$ cat src/rtl/powlib_graycntr.sv
// Up/down counter keeping binary and Gray images in lock-step registers, with clear, load and wrap/saturate modes.
// Optional consistency checker compiled in with POWLIB_GRAYCNTR_CHECK_EN; err is tied low otherwise.
module powlib_graycntr #(
    parameter int          W    = 4,
    parameter int unsigned INIT = 0,
    parameter int          MODE = 0
) (
    input  logic         clk,
    input  logic         rst,
    input  logic         adv,
    input  logic         dir,
    input  logic         clr,
    input  logic         ld,
    input  logic [W-1:0] ldval,
    output logic [W-1:0] cntr,
    output logic [W-1:0] gray,
    output logic         wrap,
    output logic         sat,
    output logic         err
);

    localparam logic [W-1:0] INIT_V = W'(INIT);
    localparam logic [W-1:0] MAX_V  = {W{1'b1}};

    function automatic logic [W-1:0] bin2gray(input logic [W-1:0] b);
        return b ^ (b >> 1);
    endfunction

    function automatic logic [W-1:0] gray2bin(input logic [W-1:0] g);
        logic [W-1:0] b;
        b[W-1] = g[W-1];
        for (int i = W - 2; i >= 0; i--) begin
            b[i] = b[i+1] ^ g[i];
        end
        return b;
    endfunction

    logic [W-1:0] nxt;
    logic         wrap_nxt;
    logic         sat_nxt;

    // A step at either end of the range either wraps or is blocked, depending on MODE.
    always_comb begin
        nxt      = cntr;
        wrap_nxt = 1'b0;
        sat_nxt  = 1'b0;
        if (clr) begin
            nxt = INIT_V;
        end else if (ld) begin
            nxt = ldval;
        end else if (adv) begin
            if (dir) begin
                if (cntr == MAX_V) begin
                    if (MODE == 1) begin
                        sat_nxt = 1'b1;
                    end else begin
                        nxt      = '0;
                        wrap_nxt = 1'b1;
                    end
                end else begin
                    nxt = cntr + 1'b1;
                end
            end else begin
                if (cntr == '0) begin
                    if (MODE == 1) begin
                        sat_nxt = 1'b1;
                    end else begin
                        nxt      = MAX_V;
                        wrap_nxt = 1'b1;
                    end
                end else begin
                    nxt = cntr - 1'b1;
                end
            end
        end
    end

    // Gray is encoded from nxt so both registers always describe the same count.
    always_ff @(posedge clk) begin
        if (!rst) begin
            cntr <= INIT_V;
            gray <= bin2gray(INIT_V);
            wrap <= 1'b0;
            sat  <= 1'b0;
        end else begin
            cntr <= nxt;
            gray <= bin2gray(nxt);
            wrap <= wrap_nxt;
            sat  <= sat_nxt;
        end
    end

`ifdef POWLIB_GRAYCNTR_CHECK_EN
    logic [W-1:0] gray_prev;
    logic [W-1:0] gray_dec;
    logic [W-1:0] gray_diff;
    logic         chk_arm;
    logic         chk_bad;

    assign gray_dec  = gray2bin(gray);
    assign gray_diff = gray ^ gray_prev;
    assign chk_bad   = ((gray_diff & (gray_diff - 1'b1)) != '0) || (gray_dec != cntr);

    // chk_arm marks that the last transition came from a step or hold, not from reset, clr or ld.
    always_ff @(posedge clk) begin
        gray_prev <= gray;
        if (!rst) begin
            chk_arm <= 1'b0;
            err     <= 1'b0;
        end else begin
            chk_arm <= !clr && !ld;
            if (chk_arm && chk_bad) begin
                err <= 1'b1;
                $display("powlib_graycntr consistency violation at %0t: gray=%0h prev=%0h cntr=%0h",
                         $time, gray, gray_prev, cntr);
            end
        end
    end
`else
    assign err = 1'b0;
`endif

endmodule

$ cat config.mk
export PLATFORM = sky130hd
export DESIGN_NAME = powlib_graycntr
export DESIGN_NICKNAME = d
export VERILOG_FILES = /design/src/rtl/powlib_graycntr.sv
export SDC_FILE = /design/constraint.sdc
export NUM_CORES = 1
export LEC_CHECK = 0
export CORE_MARGIN = 4
export CORE_UTILIZATION = 37
export CTS_CLUSTER_SIZE = 14
export DETAILED_ROUTE_END_ITERATION = 16
export PLACE_DENSITY_LB_ADDON = 0.25
export SYNTH_ARGS = -nofsm -noshare
export SYNTH_HDL_FRONTEND = slang
export SYNTH_SLANG_ARGS = --single-unit
export TNS_END_PERCENT = 50
$ cat constraint.sdc
create_clock -name clk -period 1.85 [get_ports clk]
set_input_delay 0.37 -clock clk [delete_from_list [all_inputs] [get_ports clk]]
set_output_delay 0.37 -clock clk [all_outputs]
set_load 0.005 [all_outputs]
# Word-level counts from Yosys, hierarchy flattened
# Cells that the tools add are included.
# word_totals
register_bits	9
latchBits	0
mem_bits_rw	0
mem_bits_ro	0
in_bits	10
output_inout_bits	11
mem_count	0
# op_classes
add_sub_neg	2
n_mul	0
div	0
n_lt_le_gt_ge	0
eq_ne	1
shift	0
muxes	9
bitwise_logic	3
n_reduce_logical	2
# op_table
op	count
two-way mux 4 bit	6
adder 4 x 1 -> 4 bit (second input constant)	1
== test 4 bit (second input constant)	1
zero test 4 bit	1
OR reduction 4 bit	1
subtractor 4 x 1 -> 4 bit (second input constant)	1
XOR 4 x 3 -> 4 bit	1
two-way mux 1 bit	3
inverter 1 bit	2

# Depth between registers and ports, before layout
# logic_depth
word_depth	7
depth_mapped	7
mapped_depth_nobuf	7

# Least setup slack after synthesis
# No wires, ideal clock.
# synth_timing
kind	flip-flop to flip-flop
start	register cntr[0]
end	register gray[2]
setup_ps	121
arrival_time_ps	1650
required_ps	1729
slack_ps	80
stages_incl_launch_ff	8
synth_period_minus_slack_ps	1770
cell_sequence	dfxtp_1 inv_1 ha_1 mux2_4 and4_1 nor3_2 nor2_2 mux2_2
# synth_via
elab_chain_cells	7
# synth_lines
item	line	text
start: declaration	15	output logic [W-1:0] cntr,
start signal: assignment	86	cntr <= nxt;
subtractor 4 x 1 -> 4 bit (tied with other cells)	72	nxt = cntr - 1'b1;
two-way mux 4 bit, on equally long branches	64, 53	
two-way mux 4 bit *	52	if (dir) begin
two-way mux 4 bit *	51	end else if (adv) begin
two-way mux 4 bit *	49	end else if (ld) begin
two-way mux 4 bit *	47	if (clr) begin
XOR 4 x 3 -> 4 bit *	26	return b ^ (b >> 1);
end signal: assignment	82	gray <= bin2gray(INIT_V);
end signal: assignment	87	gray <= bin2gray(nxt);
end: declaration	16	output logic [W-1:0] gray,
# Every way passes the cells marked *; elsewhere a longest branch is shown, timed or not.
# A chain may end at the register's enable or synchronous reset.

# Final worst setup path
# layout_timing
start	register cntr[1]
end	register gray[2]
# Same word-level chain as after synthesis.

==> results.json <==
{
  "outcome": "finished, final reports clean",
  "rr_endpoint": "gray[2]",
  "hold_path_end": "wrap",
  "path_cells": "inv_1 > ha_1 > mux2_4 > and4_1 > nor3_4 > nor2_2 > mux2_2",
  "dieArea_sq_mm": 0.00213,
  "drt_wl_total_mm": 1.27,
  "clk_pin_slew_worst_paths_ps": 50,
  "place_congestion": 0.774,
  "netlist_area_sq_um": 538,
  "pin_count": 21,
  "slowest_delay_ps": 370,
  "hold_start": "dir",
  "diodes": 0,
  "drtIter0Drc": 7,
  "r2r-start": "cntr[1]",
  "async_flop_share": 0,
  "holdPathStages": 3,
  "rows": 13,
  "initial_core_util": 0.403,
  "min_path_type": "input pin to flip-flop",
  "cp_num_buf_inv": 1,
  "cts_made_buffers": 3,
  "finalCriticalPeriod_ps": 1760,
  "grt_max_degree": 10,
  "cts-root-buf": "clkbuf_4",
  "synth_cell_types": 36,
  "power_mw": 0.462,
  "cp_max_fo": 4,
  "cts_hold_buf": 0,
  "p_per_area_mw_per_mm2": 571,
  "dr.pass1.iters": 4,
  "synth.most_common_cell": "dfxtp_1",
  "synthFlopType": "dfxtp_1",
  "fp.dieW_um": 46.1,
  "synth_edf_count": 0,
  "synthTopCellsByCount": "8 x dfxtp_1, 5 x inv_1, 5 x nor2_1",
  "antenna_found_initial": 0,
  "period_share": 0.950,
  "ys_ff_latch": 8,
  "dpl.hpwl_mm": 1.07,
  "hold_viol_final": 0,
  "wl_per_cell_um": 12.5,
  "htree_levels": 1,
  "r2r_setup_slack_ps": 90,
  "start_kind": "flip-flop",
  "syn_avg_cell_area_sq_um": 8.97,
  "setup_tns_ps": 0,
  "slowest_stage": "dfxtp_1",
  "endpoint_kind": "flip-flop",
  "rr_worst_depth": 7,
  "setup_violations": 0,
  "numClockSinks": 8,
  "place_ws_ps": -288,
  "grt_overflow_total": 0,
  "place_inst": 98,
  "ys_top_cells_by_area": "dfxtp_1 30%, ha_1 4.7%, buf_4 4.2%, inv_1 3.5%, nor2_1 3.5%",
  "grt_pass1_vias": 516,
  "clock_tree.buffer_depth": 2,
  "arrival_ps": 1910,
  "synth.yosys.seq_area_share": 0.298,
  "critPathTopFamily": "multiplexers",
  "clk_latency_ps": 260,
  "final_nets": 100,
  "cap_viol_max_count": 0,
  "grt_first_pass_wirelength_mm": 2.21,
  "p_leak_nw": 0.346,
  "grt_use_total": 0.152,
  "ant_nets": 0,
  "cp-startpoint": "cntr[1]",
  "irDropWorstVdd_mv": 0.483,
  "fin_skew_ps": 3.77,
  "ys_warn_count": 0,
  "cts_tree": "yes",
  "required_ps": 2000,
  "path_class": "flip-flop to flip-flop",
  "yosysTopAreaCell": "dfxtp_1",
  "fin_cells": 101,
  "dr_total_vias": 527,
  "layout_setup_ws_ps": 92.8,
  "numPortBuffers": 18,
  "drive_gt1_frac": 0.279,
  "fmax_mhz": 569,
  "rsz0062_at_grt": "no",
  "vias_per_cell": 5.22,
  "drv_slew": 0,
  "synthToLayoutAreaGrowth_pct": 50.5,
  "synth_top_area_share": 0.298,
  "synth_cells": 60,
  "drc": 0,
  "core_sq_mm": 0.00133,
  "die_h_um": 46.1
}
==> state kept, by name, summed over array words and instances (netlist names) <==
register,count
gray,3
cntr,4
wrap,1
==> stage by stage <==
| stage | util | hold slack [ps] | instance area, sq um |
|---|---|---|---|
| after global placement | 0.580 | 647 | 773 |
| after detailed placement | 0.580 | 642 | 773 |
| final | 0.607 | 604 | 810 |
| after floorplan | - | 460 | 542 |
| after CTS | 0.605 | 651 | 807 |
| after global routing | 0.607 | 644 | 810 |
==> cells in the final DEF, fill, tap and decap left out, drive strengths merged, types with 2 or more instances in the layout <==
master / n
xor2: 2
ha: 2
o21ai: 2
nor2: 6
a211oi: 2
mux2: 2
clkdlybuf4s50: 17
a21oi: 3
conb: 2
buf: 10
nand2b: 2
inv: 5
xnor2: 2
dfxtp: 8
clkbuf: 3
==> repair_timing <==
action | in CTS | in global routing
setup endpoints to repair | 1 | 2
resized for setup | 2 | 1
buffers inserted | 0 | 0
==> routing by layer <==
metal | track usage | part of all wire | vias up
met3 | 0.0703 | 0.088 | 2
met2 | 0.258 | 0.48 | 25
met5 | 0 | 0 | -
li1 | - | - | 261
met4 | 0.0682 | 0.013 | 0
met1 | 0.158 | 0.42 | 239
==> cell type report <==
class	count	area (sq um)
inverter	5	18.8
tap	15	18.8
sequential	8	160
clock buffer	3	22.5
fill	121	524
timing repair buffer	28	258
multi-input combinational	42	332
==> report_power, final <==
group	total, mW	leakage (nW)	switching, mW	internal, mW
registers	0.188	0.0655	0.00587	0.182
logic	0.139	0.267	0.0550	0.0837
clock network	0.135	0.0138	0.0611	0.0743
==> worst max-delay path by stage <==
stage	depth (start not counted)	endpoint	slack (ps)
5_1_grt	7	gray[2]	6
3_3_place_gp	6	gray[2]	-210
2_1_floorplan	7	gray[2]	80
6_report	7	gray[2]	90
4_1_cts	6	gray[2]	3
3_5_place_dp	6	gray[2]	-290
==> worst register-to-register path: stages (launching register included) <==
cell and delay, ps:
dfxtp_1 370, inv_1 60, ha_1 200, mux2_4 290, and4_1 240, nor3_4 170
nor2_2 70, mux2_2 260
==> logic make-up (layout without fill, tap and decap cells) <==
| group | Yosys count | after routing | synth area share |
|---|---|---|---|
| AND/OR/NAND/NOR | 18 | 18 | 0.209 |
| AO/OA/AOI/OAI | 14 | 14 | 0.212 |
| buffers and inverters | 11 | 36 | 0.114 |
| flip-flops | 8 | 8 | 0.298 |
| XOR/XNOR | 4 | 4 | 0.0651 |
| adder cells (fa/ha/maj) | 2 | 2 | 0.0465 |
| multiplexers | 2 | 2 | 0.0488 |
| other | 1 | 2 | 0.00697 |
No activity file was read; power rests on OpenSTA's default activity.
